===== src/rtl/data_table_upsert.sv =====
// Hash-table upsert engine: walks one bucket chain in data RAM and then
// inserts, updates or rejects according to the task mode. It reports the
// previous value on a key match and the number of entries it read.
module data_table_upsert #(
  parameter int KEY_WIDTH     = 32,
  parameter int VALUE_WIDTH   = 16,
  parameter int A_WIDTH       = 8,
  parameter int BUCKET_WIDTH  = 8,
  parameter int RAM_LATENCY   = 2,
  parameter int MAX_CHAIN_LEN = 16,
  localparam int CW           = $clog2(MAX_CHAIN_LEN + 1)
) (
  input  logic                    clk_i,
  input  logic                    rst_i,
  input  logic [KEY_WIDTH-1:0]    task_key_i,
  input  logic [VALUE_WIDTH-1:0]  task_value_i,
  input  logic [1:0]              task_mode_i,
  input  logic [BUCKET_WIDTH-1:0] task_bucket_i,
  input  logic [A_WIDTH-1:0]      task_head_ptr_i,
  input  logic                    task_head_ptr_val_i,
  input  logic                    task_valid_i,
  output logic                    task_ready_o,
  output logic                    rd_en_o,
  output logic [A_WIDTH-1:0]      rd_addr_o,
  input  logic [KEY_WIDTH-1:0]    rd_key_i,
  input  logic [VALUE_WIDTH-1:0]  rd_value_i,
  input  logic [A_WIDTH-1:0]      rd_next_ptr_i,
  input  logic                    rd_next_ptr_val_i,
  output logic                    wr_en_o,
  output logic [A_WIDTH-1:0]      wr_addr_o,
  output logic [KEY_WIDTH-1:0]    wr_key_o,
  output logic [VALUE_WIDTH-1:0]  wr_value_o,
  output logic [A_WIDTH-1:0]      wr_next_ptr_o,
  output logic                    wr_next_ptr_val_o,
  input  logic [A_WIDTH-1:0]      empty_addr_i,
  input  logic                    empty_addr_val_i,
  output logic                    empty_addr_rd_ack_o,
  output logic                    head_wr_en_o,
  output logic [BUCKET_WIDTH-1:0] head_wr_addr_o,
  output logic [A_WIDTH-1:0]      head_wr_ptr_o,
  output logic                    head_wr_ptr_val_o,
  output logic                    res_valid_o,
  input  logic                    res_ready_i,
  output logic [2:0]              res_code_o,
  output logic [KEY_WIDTH-1:0]    res_key_o,
  output logic [BUCKET_WIDTH-1:0] res_bucket_o,
  output logic [VALUE_WIDTH-1:0]  res_old_value_o,
  output logic [CW-1:0]           res_chain_len_o
);

  localparam int LW = (RAM_LATENCY > 1) ? $clog2(RAM_LATENCY) : 1;

  localparam logic [2:0] RC_OK_NEW      = 3'd0;
  localparam logic [2:0] RC_OK_UPDATED  = 3'd1;
  localparam logic [2:0] RC_FULL        = 3'd2;
  localparam logic [2:0] RC_KEY_EXISTS  = 3'd3;
  localparam logic [2:0] RC_NOT_FOUND   = 3'd4;
  localparam logic [2:0] RC_CHAIN_LIMIT = 3'd5;

  localparam logic [1:0] MODE_INSERT_ONLY = 2'd1;
  localparam logic [1:0] MODE_UPDATE_ONLY = 2'd2;

  typedef enum logic [2:0] {
    S_IDLE, S_RD_REQ, S_RD_WAIT, S_WR_NEW, S_WR_LINK, S_WR_UPD, S_RESULT
  } state_t;

  state_t                  state_q, state_d;
  logic [2:0]              res_code_q, res_code_d;
  logic [KEY_WIDTH-1:0]    key_q;
  logic [VALUE_WIDTH-1:0]  value_q;
  logic [1:0]              mode_q;
  logic [BUCKET_WIDTH-1:0] bucket_q;
  logic                    head_val_q;
  logic [A_WIDTH-1:0]      rd_addr_q;
  logic [A_WIDTH-1:0]      new_addr_q;
  logic [CW-1:0]           cnt_q;
  logic [LW-1:0]           lat_q;
  logic [KEY_WIDTH-1:0]    entry_key_q;
  logic [VALUE_WIDTH-1:0]  entry_value_q;
  logic [A_WIDTH-1:0]      entry_next_q;
  logic                    entry_next_val_q;
  logic [VALUE_WIDTH-1:0]  old_value_q;

  logic rd_data_valid, key_match, at_limit;

  assign rd_data_valid = (state_q == S_RD_WAIT) && (lat_q == LW'(RAM_LATENCY - 1));
  assign key_match     = (rd_key_i == key_q);
  assign at_limit      = (cnt_q == CW'(MAX_CHAIN_LEN));

  // State register.
  // NOTE: sequential state uses non-blocking assignments so every flop samples pre-edge values.
  always_ff @(posedge clk_i or posedge rst_i) begin
    if (rst_i) begin
      state_q <= S_IDLE;
    end else begin
      state_q <= state_d;
    end
  end

  // Next-state decision and the result code that goes with entering RESULT.
  // NOTE: every combinational output gets a default first so no latch is inferred.
  always_comb begin
    state_d    = state_q;
    res_code_d = res_code_q;
    case (state_q)
      S_IDLE: begin
        if (task_valid_i) begin
          if (task_head_ptr_val_i) begin
            state_d = S_RD_REQ;
          end else if (task_mode_i == MODE_UPDATE_ONLY) begin
            state_d = S_RESULT; res_code_d = RC_NOT_FOUND;
          end else if (!empty_addr_val_i) begin
            state_d = S_RESULT; res_code_d = RC_FULL;
          end else begin
            state_d = S_WR_NEW;
          end
        end
      end
      S_RD_REQ: state_d = S_RD_WAIT;
      S_RD_WAIT: begin
        if (rd_data_valid) begin
          if (key_match) begin
            if (mode_q == MODE_INSERT_ONLY) begin
              state_d = S_RESULT; res_code_d = RC_KEY_EXISTS;
            end else begin
              state_d = S_WR_UPD;
            end
          end else if (rd_next_ptr_val_i) begin
            if (at_limit) begin
              state_d = S_RESULT; res_code_d = RC_CHAIN_LIMIT;
            end else begin
              state_d = S_RD_REQ;
            end
          end else if (mode_q == MODE_UPDATE_ONLY) begin
            state_d = S_RESULT; res_code_d = RC_NOT_FOUND;
          end else if (!empty_addr_val_i) begin
            state_d = S_RESULT; res_code_d = RC_FULL;
          end else begin
            state_d = S_WR_NEW;
          end
        end
      end
      S_WR_NEW:  state_d = S_WR_LINK;
      S_WR_LINK: begin state_d = S_RESULT; res_code_d = RC_OK_NEW; end
      S_WR_UPD:  begin state_d = S_RESULT; res_code_d = RC_OK_UPDATED; end
      S_RESULT:  if (res_ready_i) state_d = S_IDLE;
      default:   state_d = S_IDLE;
    endcase
  end

  // Task latch, chain-walk counters and the entry read from RAM.
  always_ff @(posedge clk_i or posedge rst_i) begin
    if (rst_i) begin
      res_code_q       <= '0;
      key_q            <= '0;
      value_q          <= '0;
      mode_q           <= '0;
      bucket_q         <= '0;
      head_val_q       <= 1'b0;
      rd_addr_q        <= '0;
      new_addr_q       <= '0;
      cnt_q            <= '0;
      lat_q            <= '0;
      entry_key_q      <= '0;
      entry_value_q    <= '0;
      entry_next_q     <= '0;
      entry_next_val_q <= 1'b0;
      old_value_q      <= '0;
    end else begin
      res_code_q <= res_code_d;
      case (state_q)
        S_IDLE: begin
          if (task_valid_i) begin
            key_q       <= task_key_i;
            value_q     <= task_value_i;
            mode_q      <= task_mode_i;
            bucket_q    <= task_bucket_i;
            head_val_q  <= task_head_ptr_val_i;
            rd_addr_q   <= task_head_ptr_i;
            new_addr_q  <= empty_addr_i;
            cnt_q       <= '0;
            old_value_q <= '0;
          end
        end
        S_RD_REQ: begin
          cnt_q <= cnt_q + CW'(1);
          lat_q <= '0;
        end
        S_RD_WAIT: begin
          lat_q <= lat_q + LW'(1);
          if (rd_data_valid) begin
            entry_key_q      <= rd_key_i;
            entry_value_q    <= rd_value_i;
            entry_next_q     <= rd_next_ptr_i;
            entry_next_val_q <= rd_next_ptr_val_i;
            if (key_match) begin
              old_value_q <= rd_value_i;
            end else if (rd_next_ptr_val_i) begin
              rd_addr_q <= rd_next_ptr_i;
            end else begin
              new_addr_q <= empty_addr_i;
            end
          end
        end
        default: ;
      endcase
    end
  end

  // RAM, free-list and head-table strobes decoded from the current state.
  always_comb begin
    rd_en_o             = (state_q == S_RD_REQ);
    rd_addr_o           = rd_addr_q;
    wr_en_o             = 1'b0;
    wr_addr_o           = rd_addr_q;
    wr_key_o            = entry_key_q;
    wr_value_o          = entry_value_q;
    wr_next_ptr_o       = entry_next_q;
    wr_next_ptr_val_o   = entry_next_val_q;
    head_wr_en_o        = 1'b0;
    head_wr_addr_o      = bucket_q;
    head_wr_ptr_o       = new_addr_q;
    head_wr_ptr_val_o   = 1'b0;
    empty_addr_rd_ack_o = 1'b0;
    case (state_q)
      S_WR_NEW: begin
        wr_en_o           = 1'b1;
        wr_addr_o         = new_addr_q;
        wr_key_o          = key_q;
        wr_value_o        = value_q;
        wr_next_ptr_o     = '0;
        wr_next_ptr_val_o = 1'b0;
      end
      S_WR_LINK: begin
        empty_addr_rd_ack_o = 1'b1;
        if (head_val_q) begin
          wr_en_o           = 1'b1;
          wr_next_ptr_o     = new_addr_q;
          wr_next_ptr_val_o = 1'b1;
        end else begin
          head_wr_en_o      = 1'b1;
          head_wr_ptr_val_o = 1'b1;
        end
      end
      S_WR_UPD: begin
        wr_en_o    = 1'b1;
        wr_value_o = value_q;
      end
      default: ;
    endcase
  end

  assign task_ready_o    = (state_q == S_IDLE);
  assign res_valid_o     = (state_q == S_RESULT);
  assign res_code_o      = res_code_q;
  assign res_key_o       = key_q;
  assign res_bucket_o    = bucket_q;
  assign res_old_value_o = old_value_q;
  assign res_chain_len_o = cnt_q;

endmodule


===== config.mk =====
export PLATFORM = sky130hd
export DESIGN_NAME = data_table_upsert
export DESIGN_NICKNAME = d
export VERILOG_FILES = /design/src/rtl/data_table_upsert.sv
export SDC_FILE = /design/constraint.sdc
export NUM_CORES = 1
export LEC_CHECK = 0
export ABC_AREA = 1
export BUFFER_PORTS_ARGS = -buffer_cell sky130_fd_sc_hd__buf_2
export CELL_PAD_IN_SITES_DETAIL_PLACEMENT = 1
export CELL_PAD_IN_SITES_GLOBAL_PLACEMENT = 1
export CORE_MARGIN = 2
export CORE_UTILIZATION = 38
export DETAILED_ROUTE_END_ITERATION = 16
export GPL_ROUTABILITY_DRIVEN = 1
export PLACE_DENSITY_LB_ADDON = 0.15
export SETUP_SLACK_MARGIN = 0.05
export SYNTH_ARGS = -nofsm -noshare
export SYNTH_HDL_FRONTEND = slang
export SYNTH_SLANG_ARGS = --single-unit

===== constraint.sdc =====
create_clock -name clk_i -period 8.4 [get_ports clk_i]
set_input_delay 0.42 -clock clk_i [delete_from_list [all_inputs] [get_ports clk_i]]
set_output_delay 0.42 -clock clk_i [all_outputs]
set_load 0.02 [all_outputs]

==> impl_metrics.tcl, run 1 <==
set metrics [dict create \
    firstDrtPassIters 4 \
    yosysWarnings 0 \
    fin_ws_ps 5156 \
    rsz0062_at_grt "false" \
    tns_ps 0 \
    synth.largest_area_cell "dfrtp_1" \
    cp_common_cell "inv_1" \
    synthCells 929 \
    syn_area_um2 7855 \
    layout-drive-gt1-share_pct 34.73 \
    path_class "reg -> out" \
    core_area_um2 20230 \
    cp_max_fo 70 \
    wirelength_mm 24.71 \
    finalCritPeriodShare_pct 38.62 \
    die_area_um2 21840 \
    slew_headroom_pct 29.68 \
    crit_chain "inv_1, nor2_2, inv_1, nor2_4, inv_2, buf_4, o21ai_0, buf_2" \
    clk_path_buf_depth 2 \
    drv_cap 0 \
    seq_area_um2 4004 \
    crit_family "buffers and inverters" \
    grt_pass1_wl_mm 39.09 \
    numCtsBuffers 17 \
    cts_hold_buf 0 \
    place.gp.congestion 0.8511 \
    swShare_pct 46.76 \
    max_stage_delay_ps 480 \
    synthArstFlopShare_pct 100.0 \
    grt_pass1_vias 7358 \
    drt_iter0_drc 200 \
    grt_max_degree 97 \
    portBuffers 296 \
    synth_ff_type "dfrtp_1" \
    drv_slew 0 \
    cts_tree "built" \
    synth-seq-cells 160 \
    cts_root_buf "clkbuf_16" \
    crit_required_ps 7980 \
    power_density_nw_per_um2 420.3 \
    synth-edff-count 0 \
    antenna_found_initial 3 \
    switching_power_mw 1.976 \
    area_delta_synth_final_pct 27.99 \
    min_path_type "in -> async" \
    ys_types 33 \
    avgViaCountPerCell 4.782 \
    vias 7111 \
    synthTopCellsByArea "dfrtp_1 (51%), nand2_1 (14%), mux2_2 (7.0%)" \
    place_ws_ps 5645 \
    die_h_um 147.8 \
    wl_met2_mm 12.54 \
    grt_util_all_layers_pct 22.86 \
    syn_nets 1068 \
    clk_latency_ps 430 \
    die-width_um 147.8 \
    fillers 2563 \
    grt-ovfl-total 0 \
    crit_path_top_delay_cell "dfrtp_1" \
    htreeDepth 4 \
    post-place-cells 1453 \
    worst_pin_slew_ps 1055 \
    finalHoldViolations 0 \
    routed.top_layer "met5" \
    worstSetupEndpointType "output pin" \
    synth.top_cell.area_share_pct 50.97 \
    setup_viol 0 \
    ant_nets 0 \
    vdd_drop_max_v 0.0001474 \
    postCtsSetupBuffers 0 \
    ys_seq_area_share_pct 50.97 \
    status "finished clean" \
    final_nets 1341 \
    max_clock_freq_ghz 0.3082 \
    clkTransAtPathRegs_ps 70 \
    met1Wirelength_mm 10.73 \
    seqPwrFrac_pct 32.1 \
    dpl.hpwl_mm 18.17 \
    path_buf_inv 5 \
    clock-sinks 160 \
    ios 297 \
    combinationalPowerShare_pct 49.6 \
    clkPwrFrac_pct 18.3 \
    post-route-min-period_ps 3244 \
    initial_utilization_pct 38.82 \
    rows 52 \
    leakagePower_nw 5.503 \
    wl_per_cell_um 16.62 \
    arrival_ps 2820 \
    multiInputGateArea_um2 3207 \
    cts_resized 0 \
    instances_no_fill 1487 \
    met3WireLength_mm 1.138 \
    avgSynthCellArea_um2 8.455 \
    cp-start-kind "flip-flop" \
    drcViolationCount 0 \
    p_int_mw 2.250 \
    fin_skew_ps 10.09 \
]
## metal layers
layer | vias up | GRT usage [%]
met5 | - | 0
met4 | 2 | 6.202
met2 | 181 | 39.60
li1 | 3487 | -
met1 | 3418 | 29.53
met3 | 23 | 4.105
## cell usage in the layout, fill, tap and decap left out
| master | synthesis | layout |
|---|---|---|
| a21oi_1 | 31 | 31 |
| buf_2 | 11 | 296 |
| buf_4 | 12 | 3 |
| bufinv_16 | 0 | 1 |
| clkbuf_1 | 20 | 1 |
| clkbuf_16 | 0 | 17 |
| clkinv_2 | 0 | 1 |
| clkinv_4 | 0 | 2 |
| dfrtp_1 | 160 | 160 |
| diode_2 | 0 | 2 |
| ha_1 | 2 | 2 |
| inv_1 | 94 | 93 |
| inv_2 | 14 | 14 |
| inv_6 | 1 | 9 |
| inv_8 | 0 | 3 |
| mux2_2 | 49 | 49 |
| nand2_1 | 284 | 284 |
| nand2_2 | 3 | 2 |
| nand2_4 | 4 | 5 |
| nand3_1 | 23 | 23 |
| nand3_2 | 2 | 2 |
| nand4_1 | 3 | 3 |
| nand4_4 | 1 | 1 |
| nor2_1 | 49 | 49 |
| nor2_2 | 2 | 2 |
| nor2_4 | 4 | 4 |
| nor3_1 | 2 | 2 |
| nor3_2 | 2 | 2 |
| o21a_4 | 1 | 1 |
| o21ai_0 | 94 | 94 |
| o21ai_1 | 27 | 27 |
| o21ai_2 | 8 | 8 |
| o22ai_1 | 2 | 2 |
| o32ai_1 | 1 | 1 |
| or2_1 | 1 | 1 |
| xnor2_1 | 19 | 19 |
| xor2_1 | 1 | 1 |
## power groups by stage
stage          clock network [mW]  logic, mW  registers (mW)
5_1_grt                     0.829       2.30            1.40
3_5_place_dp                    0       2.12            1.37
3_3_place_gp                    0       2.07            1.36
6_report                    0.774       2.09            1.36
2_1_floorplan                   0       1.30            1.48
4_1_cts                     0.794       2.12            1.36
## worst register-to-register path: stages (launching register included)
cell and delay (ps):
dfrtp_1 470, inv_2 120, nor2_4 130, nand2_4 110, inv_6 210, nand2_4 590, nand2_4 350, nand3_2 310
nand2_1 150, o21ai_1 70
## layout make-up
cell class	count	area share, %
diodes	2	0.04978
clock buffers	18	4.269
clock inverters	14	1.469
inverters	109	4.169
multi-input cells	615	31.90
flip-flops and latches	160	39.83
well taps	270	3.360
repair buffers	299	14.96
## flip-flops by register name, summed over array words and instances (netlist names), 16 cells and up
name,cells
res_old_value_o,16
value_q,16
entry_value_q,16
res_key_o,32
entry_key_q,32
## stage by stage
stage               util, %  power (mW)  hold slack [ps]  instance area, µm²
floorplan                 -       2.780            441.9                7855
finish                49.68       4.226            176.2               10050
detailed placement    46.81       3.487            472.2                9472
global placement      46.81       3.423            462.7                9472
CTS                   49.66       4.280            198.8               10050
global route          49.68       4.537            201.2               10050
## worst paths after layout
path / slack [ps] / startpoint / cells past startpoint / endpoint
hold / removal: 180 / rst_i / 2 / res_chain_len_o[0]
setup / recovery: 5160 / state_q[0] / 8 / wr_key_o[12]
hold reg to reg: 480 / res_old_value_o[11] / 2 / res_old_value_o[11]
max in group asynchronous: 6750 / rst_i / 3 / res_key_o[30]
min in group clk_i: 210 / task_key_i[24] / 2 / res_key_o[24]
setup reg to reg: 5790 / state_q[1] / 9 / head_wr_ptr_o[5]
## logic make-up after synthesis
family / after synthesis / synth area share, %
simple gates: 380 / 20.15
compound gates: 164 / 11.04
flops: 160 / 50.97
buf+inv: 154 / 8.267
mux: 49 / 7.025
xor+xnor: 20 / 2.230
fa+ha+maj: 2 / 0.3185
## Yosys cell counts, types with 11 or more instances
library cell  count
a21oi_1          31
buf_2            11
buf_4            12
clkbuf_1         20
dfrtp_1         160
inv_1            94
inv_2            14
mux2_2           49
nand2_1         284
nand3_1          23
nor2_1           49
o21ai_0          94
o21ai_1          27
xnor2_1          19
No activity file was read; power rests on OpenSTA's default activity.
==> run 2: changes to the inputs <==
--- a/config.mk
+++ b/config.mk
@@ -10,7 +10,7 @@
 export CELL_PAD_IN_SITES_DETAIL_PLACEMENT = 1
 export CELL_PAD_IN_SITES_GLOBAL_PLACEMENT = 1
 export CORE_MARGIN = 2
-export CORE_UTILIZATION = 38
+export CORE_UTILIZATION = 32
 export DETAILED_ROUTE_END_ITERATION = 16
 export GPL_ROUTABILITY_DRIVEN = 1
 export PLACE_DENSITY_LB_ADDON = 0.15
==> constraint.sdc (replaced) <==
create_clock -name clk_i -period 2.7 [get_ports clk_i]
set_input_delay 0.135 -clock clk_i [delete_from_list [all_inputs] [get_ports clk_i]]
set_output_delay 0.135 -clock clk_i [all_outputs]
set_load 0.02 [all_outputs]
==> impl_metrics.tcl, run 2 (same netlist as run 1, synthesis figures left out) <==
set metrics [dict create \
    status "finished with violations" \
    violations "negative hold slack" \
    core_area_um2 24180 \
    grt_max_degree 161 \
    drv_slew 0 \
    die_h_um 160.7 \
    firstDrtPassIters 4 \
    portBuffers 296 \
    rows 57 \
    final_nets 1459 \
    cp.depth 8 \
    cp-start-kind "flip-flop" \
    fin_skew_ps 14.83 \
    post-route-min-period_ps 2478 \
    max_clock_freq_ghz 0.4035 \
    path_class "reg -> out" \
    cp_common_cell "inv_1" \
    grt_util_all_layers_pct 22.10 \
    ff2ff_path_depth 8 \
    met3WireLength_mm 1.243 \
    final_area_um2 11340 \
    finalCritPeriodShare_pct 91.80 \
    setup_viol 0 \
    htreeDepth 4 \
    crit_path_top_delay_cell "dfrtp_1" \
    vdd_drop_max_v 0.0004636 \
    cts_root_buf "clkbuf_16" \
    post-place-cells 1511 \
    grt_pass1_vias 8280 \
    power_density_nw_per_um2 1187 \
    p_total_mw 13.47 \
    layout-drive-gt1-share_pct 32.11 \
    crit_required_ps 2570 \
    instances_no_fill 1658 \
    clock-sinks 160 \
    crit_chain "inv_1, nor2_2, inv_1, nor2_4, inv_2, buf_4, o21ai_0, buf_2" \
    drcViolationCount 0 \
    worstSetupEndpointType "output pin" \
    avgViaCountPerCell 4.622 \
    cp_max_fo 50 \
    area_delta_synth_final_pct 44.39 \
    finalHoldViolations 11 \
    die-width_um 160.7 \
    cts_tree "built" \
    final_common_cell "buf_2" \
    hold_slack_ps -28.78 \
    place_area_um2 9605 \
    wl_per_cell_um 16.92 \
    crit_end "wr_addr_o[5]" \
    place.gp.congestion 0.8152 \
    antenna_found_initial 2 \
    layout_common_cells "buf_2 (296), nand2_1 (284), dfrtp_1 (160)" \
    arrival_ps 2340 \
    ant_nets 0 \
    reg2reg_slack_ps 540 \
    routed.top_layer "met4" \
    slew_headroom_pct 39.62 \
    numCtsBuffers 17 \
    drt_iter0_drc 315 \
    r2r_start "state_q[1]" \
    worst_pin_slew_ps 905.6 \
    crit_start "state_q[0]" \
    clk_path_buf_depth 2 \
    r2r_end "res_old_value_o[12]" \
    fin_ws_ps 221.5 \
    vias 7663 \
    die_area_um2 25820 \
    clk_latency_ps 430 \
    initial_utilization_pct 32.49 \
    leakagePower_nw 6.002 \
    ios 297 \
    met1Wirelength_mm 12.40 \
    min_path_type "in -> async" \
    wirelength_mm 28.05 \
    grt-ovfl-total 0 \
    wl_met2_mm 13.78 \
    clkTransAtPathRegs_ps 70 \
    final_core_util_pct 46.91 \
    rsz0062_at_grt "false" \
    dpl.hpwl_mm 19.28 \
    drv_cap 0 \
    place_ws_ps 423.0 \
    crit_family "buffers and inverters" \
    fillers 2958 \
    grt_pass1_wl_mm 44.88 \
    max_stage_delay_ps 470 \
    path_buf_inv 5 \
    tns_ps 0 \
]
[run 2: cell count changes in the layout (fill, tap and decap cells not counted), moves of 2 or more]
cell / before / now
dlygate4sd3_1: 0 / 113
buf_4: 3 / 5
clkinvlp_4: 0 / 5
buf_12: 0 / 3
clkbuf_8: 0 / 3
inv_6: 9 / 4
inv_8: 3 / 1
[run 2: worst reg2reg max path: cells and delay by family, from the launching register on]
kind	cells	cell delay [ps]
and+or+nand+nor	5	980
DFF	1	460
AOI/OAI and AO/OA	1	290
buffers and inverters	2	330
[run 2: final cells by class]
| cell class | instances | area [µm²] | area share [%] |
|---|---|---|---|
| inverter | 109 | 417.9 | 3.685 |
| clock buffer | 20 | 466.7 | 4.115 |
| timing repair buffer | 417 | 2710 | 23.89 |
| multi-input combinational | 615 | 3212 | 28.32 |
| sequential | 160 | 4004 | 35.30 |
| tap | 324 | 405.4 | 3.574 |
| antenna | 1 | 2.502 | 0.02206 |
| clock inverter | 12 | 123.9 | 1.092 |
[run 2: timing repair]
action	in CTS	in global routing
endpoints found under the hold margin	123	0
buffers inserted	0	1
gates resized for setup	1	1
pin swaps	0	1
endpoints found under the setup margin	16	28
hold buffers	113	0
[run 2: how the worst min path moves through the flow]
| stage | cells past startpoint | slack, ps | startpoint | end |
|---|---|---|---|---|
| 2_1_floorplan | 2 | 270 | empty_addr_i[0] | head_wr_ptr_o[0] |
| 3_3_place_gp | 2 | 370 | task_value_i[13] | value_q[13] |
| 3_5_place_dp | 2 | 370 | task_value_i[14] | value_q[14] |
| 4_1_cts | 3 | 0.01 | rd_key_i[29] | entry_key_q[29] |
| 5_1_grt | 2 | 10 | rd_key_i[11] | entry_key_q[11] |
| 6_report | 3 | -30 | rst_i | head_wr_addr_o[1] |
[run 2: per-layer routing]
metal	GRT usage, %	vias to the layer above
met1	28.31	3708
met4	6.839	0
met5	0	-
li1	-	3713
met3	4.003	36
met2	38.05	206
[run 2: where the power goes]
group | switching, mW | total (mW) | internal [mW]
logic | 4.38 | 6.76 | 2.39
clock network | 1.08 | 2.45 | 1.36
registers | 0.805 | 4.26 | 3.45
total | 6.26 | 13.5 | 7.21
